==> src/rtl/adder_sched_pkg.sv <==
// adder_sched_pkg: shared types and widths for the shared-adder scheduler
package adder_sched_pkg;
    localparam int ADD_W = 16;
    localparam int OP_W  = 2 * ADD_W;

    typedef enum logic [1:0] {IDLE, LO, HI, RESP} state_t;

    typedef struct packed {
        logic [OP_W-1:0] a;
        logic [OP_W-1:0] b;
        logic            wide;
        logic            id;
    } req_t;
endpackage

==> src/rtl/adder_sched_if.sv <==
// adder_sched_if: two request channels plus the tagged response channel
interface adder_sched_if;
    import adder_sched_pkg::*;
    logic            req0_valid, req0_ready, req0_wide;
    logic [OP_W-1:0] req0_a, req0_b;
    logic            req1_valid, req1_ready, req1_wide;
    logic [OP_W-1:0] req1_a, req1_b;
    logic            resp_valid, resp_ready, resp_id, resp_carry, busy;
    logic [OP_W-1:0] resp_sum;

    modport master (
        output req0_valid, req0_a, req0_b, req0_wide,
        output req1_valid, req1_a, req1_b, req1_wide,
        output resp_ready,
        input  req0_ready, req1_ready, resp_valid, resp_id, resp_sum, resp_carry, busy
    );

    modport slave (
        input  req0_valid, req0_a, req0_b, req0_wide,
        input  req1_valid, req1_a, req1_b, req1_wide,
        input  resp_ready,
        output req0_ready, req1_ready, resp_valid, resp_id, resp_sum, resp_carry, busy
    );
endinterface

==> src/rtl/adder_sched_add16_core.sv <==
// add16_core: combinational 16-bit ripple-carry adder built from full adders
module add16_core
    import adder_sched_pkg::*;
(
    input  logic [ADD_W-1:0] a,
    input  logic [ADD_W-1:0] b,
    input  logic             cin,
    output logic [ADD_W-1:0] sum,
    output logic             cout
);
    logic [ADD_W:0] c;

    assign c[0] = cin;

    for (genvar i = 0; i < ADD_W; i++) begin : g_fa
        assign sum[i]   = a[i] ^ b[i] ^ c[i];
        assign c[i+1]   = (a[i] & b[i]) | (c[i] & (a[i] ^ b[i]));
    end

    assign cout = c[ADD_W];
endmodule

==> src/rtl/adder_sched.sv <==
// adder_sched: round-robin arbiter sequencing 16/32-bit adds through one 16-bit core
module adder_sched
    import adder_sched_pkg::*;
(
    input  logic       clk,
    input  logic       rst,
    adder_sched_if.slave bus
);
    state_t           state;
    req_t             r;
    logic             ptr, carry, g1, idle, core_cin, core_cout;
    logic [ADD_W-1:0] sum_lo, sum_hi, core_a, core_b, core_sum;

    // ready is held low while rst is asserted so the reset view is all-zero
    assign idle           = state == IDLE && !rst;
    assign g1             = bus.req1_valid && (!bus.req0_valid || ptr);
    assign bus.req0_ready = idle && bus.req0_valid && !g1;
    assign bus.req1_ready = idle && g1;

    assign core_a   = state == HI ? r.a[OP_W-1:ADD_W] : r.a[ADD_W-1:0];
    assign core_b   = state == HI ? r.b[OP_W-1:ADD_W] : r.b[ADD_W-1:0];
    assign core_cin = state == HI ? carry : 1'b0;

    add16_core u_core (
        .a    (core_a),
        .b    (core_b),
        .cin  (core_cin),
        .sum  (core_sum),
        .cout (core_cout)
    );

    always_ff @(posedge clk) begin
        if (rst) begin
            state  <= IDLE;
            r      <= '0;
            ptr    <= 1'b0;
            carry  <= 1'b0;
            sum_lo <= '0;
            sum_hi <= '0;
        end else begin
            case (state)
                IDLE: if (bus.req0_ready || bus.req1_ready) begin
                    r     <= g1 ? {bus.req1_a, bus.req1_b, bus.req1_wide, 1'b1}
                                : {bus.req0_a, bus.req0_b, bus.req0_wide, 1'b0};
                    ptr   <= !g1;
                    state <= LO;
                end
                LO: begin
                    sum_lo <= core_sum;
                    carry  <= core_cout;
                    state  <= r.wide ? HI : RESP;
                end
                HI: begin
                    sum_hi <= core_sum;
                    carry  <= core_cout;
                    state  <= RESP;
                end
                RESP: if (bus.resp_ready) state <= IDLE;
            endcase
        end
    end

    assign bus.resp_valid = state == RESP;
    assign bus.busy       = state != IDLE;
    assign bus.resp_id    = r.id;
    assign bus.resp_carry = carry;
    assign bus.resp_sum   = {r.wide ? sum_hi : {ADD_W{1'b0}}, sum_lo};
endmodule

==> src/flat_wrapper.sv <==
// flat-port wrapper written by rule: the top's interface ports become plain ports
module adder_sched_flat import adder_sched_pkg::*;
  (clk, rst, bus_req0_valid, bus_req0_a, bus_req0_b, bus_req0_wide, bus_req1_valid, bus_req1_a, bus_req1_b, bus_req1_wide, bus_resp_ready, bus_req0_ready, bus_req1_ready, bus_resp_valid, bus_resp_id, bus_resp_sum, bus_resp_carry, bus_busy);
  adder_sched_if bus_i ();
  input  logic clk;
  input  logic rst;
  input wire logic [$bits(bus_i.req0_valid)-1:0] bus_req0_valid;
  input wire logic [$bits(bus_i.req0_a)-1:0] bus_req0_a;
  input wire logic [$bits(bus_i.req0_b)-1:0] bus_req0_b;
  input wire logic [$bits(bus_i.req0_wide)-1:0] bus_req0_wide;
  input wire logic [$bits(bus_i.req1_valid)-1:0] bus_req1_valid;
  input wire logic [$bits(bus_i.req1_a)-1:0] bus_req1_a;
  input wire logic [$bits(bus_i.req1_b)-1:0] bus_req1_b;
  input wire logic [$bits(bus_i.req1_wide)-1:0] bus_req1_wide;
  input wire logic [$bits(bus_i.resp_ready)-1:0] bus_resp_ready;
  output wire logic [$bits(bus_i.req0_ready)-1:0] bus_req0_ready;
  output wire logic [$bits(bus_i.req1_ready)-1:0] bus_req1_ready;
  output wire logic [$bits(bus_i.resp_valid)-1:0] bus_resp_valid;
  output wire logic [$bits(bus_i.resp_id)-1:0] bus_resp_id;
  output wire logic [$bits(bus_i.resp_sum)-1:0] bus_resp_sum;
  output wire logic [$bits(bus_i.resp_carry)-1:0] bus_resp_carry;
  output wire logic [$bits(bus_i.busy)-1:0] bus_busy;
  assign bus_i.req0_valid = bus_req0_valid;
  assign bus_i.req0_a = bus_req0_a;
  assign bus_i.req0_b = bus_req0_b;
  assign bus_i.req0_wide = bus_req0_wide;
  assign bus_i.req1_valid = bus_req1_valid;
  assign bus_i.req1_a = bus_req1_a;
  assign bus_i.req1_b = bus_req1_b;
  assign bus_i.req1_wide = bus_req1_wide;
  assign bus_i.resp_ready = bus_resp_ready;
  assign bus_req0_ready = bus_i.req0_ready;
  assign bus_req1_ready = bus_i.req1_ready;
  assign bus_resp_valid = bus_i.resp_valid;
  assign bus_resp_id = bus_i.resp_id;
  assign bus_resp_sum = bus_i.resp_sum;
  assign bus_resp_carry = bus_i.resp_carry;
  assign bus_busy = bus_i.busy;
  adder_sched u_core (.clk(clk), .rst(rst), .bus(bus_i));
endmodule
==> config.mk <==
export PLATFORM = sky130hd
export DESIGN_NAME = adder_sched_flat
export DESIGN_NICKNAME = d
export VERILOG_FILES = /design/src/rtl/adder_sched_pkg.sv /design/src/rtl/adder_sched_if.sv /design/src/rtl/adder_sched_add16_core.sv /design/src/rtl/adder_sched.sv /design/src/flat_wrapper.sv
export SDC_FILE = /design/constraint.sdc
export NUM_CORES = 1
export LEC_CHECK = 0
export BUFFER_PORTS_ARGS = -buffer_cell sky130_fd_sc_hd__buf_2
export CORE_UTILIZATION = 30
export DETAILED_ROUTE_END_ITERATION = 8
export PLACE_DENSITY = 0.59
export SYNTH_ARGS = -nofsm -noshare
export SYNTH_HDL_FRONTEND = slang
export SYNTH_SLANG_ARGS = --single-unit
==> constraint.sdc <==
create_clock -name clk -period 6.9 [get_ports clk]
set_clock_uncertainty 0.05 [all_clocks]
set_input_delay 1.035 -clock clk [delete_from_list [all_inputs] [get_ports clk]]
set_output_delay 1.035 -clock clk [all_outputs]
set_load 0.1 [all_outputs]
# [Yosys cells after proc, flatten, opt, wreduce, memory -nomap -nowiden]
# Index checks and enable logic that the tools add are counted.
[word_totals] output_inout_bits=38 memories=0 romBits=0 input_bits=135 latch_bits=0 ramBits=0 reg_bits=102 elab_cells=118
[classes] div=0 shifts=0 n_lt_le_gt_ge=0 n_reduce_logical=15 n_addsub=0 bitwise_logic=80 n_eq_ne=5 multipliers=0 muxes=9
[op_table] cell="66-bit 2-to-1 mux" n=1
[op_table] cell="16-bit 2-to-1 mux" n=3
[op_table] cell="1-bit bitwise AND" n=32
[op_table] cell="1-bit XOR" n=32
[op_table] cell="1-bit OR" n=16
[op_table] cell="2-bit case mux with 4 select lines" n=1
[op_table] cell="1-bit logical AND" n=5
[op_table] cell="2-bit == test, second input constant" n=2
[op_table] cell="2-bit 2-to-1 mux" n=2
[op_table] cell="2-bit != test, second input constant" n=2
[op_table] cell="2-bit AND reduction" n=2
[op_table] cell="1-bit logical NOT" n=3
[op_table] cell="2-bit by 1-bit == test with 1-bit output, second input constant" n=1
[op_table] cell="2-bit logical NOT" n=1
[op_table] cell="1-bit logical OR" n=2
[op_table] cell="1-bit 2-to-1 mux" n=2
[op_table] cell="2-bit nonzero test" n=1
[op_table] cell="2-bit OR reduction" n=1

# [Depth between registers and ports, before layout]
[depth] ltp_word=35 ltp_mapped=26 mapped_depth_nobuf=24

# [By module]
# From an unflattened synthesis, not the netlist that was laid out.
[hier_totals] cells_unflattened=480 area_unflattened_um2=5144.9
[modules_own_cells] mod="adder_sched" seq_area_each_um2=2042.0 instances=1 cells_per_inst=454 area_per_inst_um2=4787.1
[modules_own_cells] mod="add16_core" seq_area_each_um2=0.0 instances=1 cells_per_inst=26 area_per_inst_um2=357.8

# [Worst setup path after synthesis]
# OpenSTA, ideal clock, no wires.
[synth_path] path_kind="register to register" startpoint="register u_core.state[0]" endpoint="register u_core.sum_lo[15]" setup_slack_ns=-0.656 required_time_ns=6.722 path_buffers=2 t_arrival_ns=7.379 stages_incl_launch_ff=27 setup_ns=0.128 period_less_slack_ns=7.556 cell_sequence="dfxtp_1 -> inv_1 -> ha_1 -> clkbuf_1 -> buf_1 -> mux2i_1 -> fa_1 -> inv_1 -> fa_1 -> fa_1 -> inv_1 -> fa_1 -> fa_1 -> fa_1 -> fa_1 -> fa_1 -> fa_1 -> fa_1 -> fa_1 -> fa_1 -> fa_1 -> fa_1 -> fa_1 -> inv_1 -> fa_1 -> mux2i_1 -> nor2_1"
[synth_between] elab_chain_len=34 word_cells_on_any_way=67 classes_between="eq/ne: 2; mux: 3; bitwise: 62"
[synth_rtl] element="start: declaration" line="adder_sched.sv:9" text="state_t state;"
[synth_rtl] element="start signal: assignment" line="adder_sched.sv:51" text="state <= r.wide ? HI : RESP;"
[synth_rtl] element="2-bit == test *" line="adder_sched.sv:20, adder_sched.sv:21, adder_sched.sv:22"
[synth_rtl] element="16-bit 2-to-1 mux, on equally long branches" line="adder_sched.sv:20, adder_sched.sv:21"
[synth_rtl] element="1-bit XOR" line="adder_sched_add16_core.sv:17" text="assign c[i+1] = (a[i] & b[i]) | (c[i] & (a[i] ^ b[i]));"
[synth_rtl] element="1-bit bitwise AND" line="adder_sched_add16_core.sv:17"
[synth_rtl] element="1-bit OR" line="adder_sched_add16_core.sv:17"
[synth_rtl] element="1-bit bitwise AND" line="adder_sched_add16_core.sv:17"
[synth_rtl] element="1-bit OR" line="adder_sched_add16_core.sv:17"
[synth_rtl] element="1-bit bitwise AND" line="adder_sched_add16_core.sv:17"
[synth_rtl] element="(+19 left out)"
[synth_rtl] element="1-bit bitwise AND" line="adder_sched_add16_core.sv:17"
[synth_rtl] element="1-bit OR" line="adder_sched_add16_core.sv:17"
[synth_rtl] element="1-bit bitwise AND" line="adder_sched_add16_core.sv:17"
[synth_rtl] element="1-bit OR" line="adder_sched_add16_core.sv:17"
[synth_rtl] element="1-bit bitwise AND" line="adder_sched_add16_core.sv:17"
[synth_rtl] element="1-bit OR" line="adder_sched_add16_core.sv:17"
[synth_rtl] element="1-bit XOR *" line="adder_sched_add16_core.sv:16" text="assign sum[i] = a[i] ^ b[i] ^ c[i];"
[synth_rtl] element="via u_core.core_sum[15]" line="adder_sched.sv:12" text="logic [ADD_W-1:0] sum_lo, sum_hi, core_a, core_b, core_sum;"
[synth_rtl] element="end signal: assignment" line="adder_sched.sv:49" text="sum_lo <= core_sum;"
[synth_rtl] element="end: declaration" line="adder_sched.sv:12"
# The timed path passes the listed nets; every way through them passes the cells marked *.
# A chain may end at the register's enable or synchronous reset.

# [Worst setup path in the final report]
# Same ends and word-level chain as after synthesis.

==> flow_metrics.tcl <==
set metrics [dict create \
    floorplan.die.height_um 131.1 \
    grt_pass1_wl_mm 23.87 \
    cp_max_fanout 5 \
    final.fill_count 1634 \
    place.gp.congestion 0.7797 \
    hold_path.class "reg2reg" \
    synth_seq_cells 102 \
    synth_fp_nets 678 \
    part_of_the_yosys_area_used_for_sequential_elements_pct 40.81 \
    grt_max_degree 71 \
    hold_buffers 0 \
    dpl_cell_area_um2 5943 \
    syn2layout_area_growth_pct 24.06 \
    pin_count 173 \
    synth_area_leader_cell "dfxtp_1" \
    multi_input_comb_area_um2 2690 \
    cts_h_tree_lvls 3 \
    critical_path_class "reg2reg" \
    total_leakage_power_uw 0.002592 \
    peakVddDrop_v 0.0002556 \
    core_region_area_um2 16060 \
    clk_latency_ns 0.35 \
    time_the_final_worst_path_needs_with_i_o_delays_and_setup_ns 6.670 \
    antenna_found_initial 1 \
    synth_top_area_share_pct 40.81 \
    max_slew.worst_pin.slew_ns 1.160 \
    final_ant_viol_nets 0 \
    clock-root-buffer "clkbuf_16" \
    via_count 4434 \
    tcrit_tclk_final_pct 96.66 \
    post_drt_wl_per_cell_um 17.07 \
    synthTopCellsByArea "dfxtp_1 41%, a221o_1 12%, mux2i_1 6.8%" \
    dieArea_um2 17200 \
    post_route_cells_drive_above_1_share_pct 33.89 \
    finish.net_count 818 \
    first_pass_iters 5 \
    maxClockFrequency_mhz 149.9 \
    postCtsSetupBuffers 0 \
    outcome "finished, final reports clean" \
    global_routing_usage_summed_across_all_routing_layers_pct 17.71 \
    worst-endpoint-required_ns 7.05 \
    layout.cells.most_common "buf_2" \
    synthesis.yosys.warnings 0 \
    hold_viol 0 \
    layout.cell_area.non_filler_um2 6207 \
    placed_cells_incl_taps 867 \
    grt_pass1_vias 4402 \
    io_buffer_count 172 \
    synth_cell_type_count 32 \
    avgViaCountPerCell 5.039 \
    drc_errors 0 \
    number_of_pins_exceeding_their_max_slew_limit_in_the_final_report 0 \
    placement.setup.worst_slack_ns -0.0006866 \
    number_of_antenna_diodes 0 \
    finish.cell_count_without_fillers 880 \
    detail_route.iter0.violations 248 \
    detail_route.wirelength_mm 15.02 \
    worst_setup_hold_path_clk_slew_ns 0.07 \
    floorplan.initialDensity_pct 31.16 \
    tritoncts_clock_tree "done" \
    powerDensity_nw_per_um2 410.4 \
    drv_cap 0 \
    endpoint_kind "register" \
    final.setup.worst_slack_ns 0.2305 \
    gate_count_post_synth 522 \
    mostFrequentLayoutCells "172 x buf_2, 100 x dfxtp_1, 65 x nand2_1" \
    syn_area_um2 5004 \
    tritoncts.num_buffers 9 \
    post-dp-hpwl_mm 10.86 \
    grt_remaining_overflow 0 \
    power_uw 2547 \
    ctsLongestPathBuffers 2 \
    startpoint_type "register" \
    seqCellArea_um2 2044 \
    rows 46 \
    fp.dieW_um 131.1 \
    slew-limit-headroom_pct 22.65 \
    synth.avg_cell_area_um2 9.585 \
    unrepaired_setup_endpoints_after_global_routing "yes" \
    clock-sinks 102 \
    total_setup_violations_reported_at_the_end_of_the_flow 0 \
    cp.arrival_ns 6.82 \
    summed_negative_setup_slack_over_all_endpoints_ns 0 \
]
[stage by stage]
step | utilization, % | hold slack [ns]
final | 38.66 | 0.4310
after global routing | 38.66 | 0.4520
after CTS | 38.55 | 0.4323
after detailed placement | 37.01 | 0.4186
after global placement | 37.01 | 0.4169
after floorplan | - | 0.3997
[power by group]
group / switching (uW) / total [uW] / internal [uW] / leakage [uW]
combinational: 849 / 1230 / 382 / 0.00163
clock: 213 / 450 / 237 / 0.000124
sequential: 104 / 866 / 762 / 0.000839
[Yosys cell counts]
cell type and count:
nand2_1 65, fa_1 16, a32oi_1 1, nor3_1 62
inv_1 7, buf_2 25, a311oi_1 3, dfxtp_1 102
buf_1 1, and2_1 17, mux2i_1 34, a211o_1 1
o21bai_1 1, a21oi_1 5, and2b_1 1, inv_2 1
o21ai_0 3, a211oi_1 31, nor2_1 37, nor3_4 1
nor2b_1 2, buf_4 4, a21oi_4 1, a221o_1 62
or2_4 1, clkbuf_1 15, nand2b_4 1, nand2b_1 3
ha_1 5, buf_6 7, mux2_2 6, a221oi_1 1
[critical path: stages, from the launching register on]
cell     delay (ns)
dfxtp_2        0.34
inv_2          0.05
ha_4           0.17
mux2i_2        0.16
fa_2           0.39
inv_2          0.06
fa_2           0.18
fa_1           0.15
inv_1          0.05
fa_2           0.34
fa_2           0.36
fa_2           0.36
fa_2           0.36
fa_2           0.34
fa_2           0.37
fa_2           0.36
fa_2           0.35
fa_2           0.34
fa_2           0.36
fa_2           0.35
fa_2           0.33
inv_1          0.07
fa_1           0.43
mux2i_1        0.14
nor2_1         0.06
[timing repair]
action	CTS	global route
hold endpoints to repair	0	0
resized for setup	1	8
setup endpoints to repair	2	2
[final cells by class]
class                      instances  share of cell area (%)
inverter                           8                  0.4838
timing repair buffer             181                   14.96
tap                              216                   4.354
clock buffer                      10                   3.689
sequential                       102                   32.94
multi-input combinational        360                   43.34
clock inverter                     3                  0.2419
[state kept, by name, summed over array words and instances, names as in the netlist]
register and flops:
u_core.sum_lo 16, u_core.bus.resp_carry 1, u_core.bus.resp_id 1, u_core.state 2, u_core.sum_hi 16, u_core.r 65
u_core.ptr 1
[metal layers]
| layer | GRT usage, % | up-vias | routed length [um] | share of wire (%) |
|---|---|---|---|---|
| met5 | 0 | - | 0 | 0 |
| met4 | 5.621 | 0 | 198 | 1.3 |
| met3 | 4.668 | 16 | 894 | 6.0 |
| met2 | 25.38 | 154 | 6304 | 42 |
| met1 | 25.49 | 2070 | 7622 | 51 |
| li1 | - | 2194 | - | - |
[final timing paths]
| check | from | cells past startpoint | slack (ns) | end |
|---|---|---|---|---|
| hold reg to reg | u_core.sum_hi[8] | 2 | 0.43 | u_core.sum_hi[8] |
| hold / removal | u_core.sum_hi[8] | 2 | 0.43 | u_core.sum_hi[8] |
| setup reg to reg | u_core.state[0] | 24 | 0.23 | u_core.sum_lo[15] |
| setup / recovery | u_core.state[0] | 24 | 0.23 | u_core.sum_lo[15] |
[cell families (layout without fill, tap and decap cells)]
logic type	after synthesis	after routing	share of synthesized area (%)
adder cells (fa/ha/maj)	21	21	7.652
flip-flops	102	102	40.81
buffers and inverters	60	202	6.477
AO/OA/AOI/OAI	109	109	19.38
AND/OR/NAND/NOR	190	190	17.53
multiplexers	40	40	8.152
(Power assumes the default switching activity.)
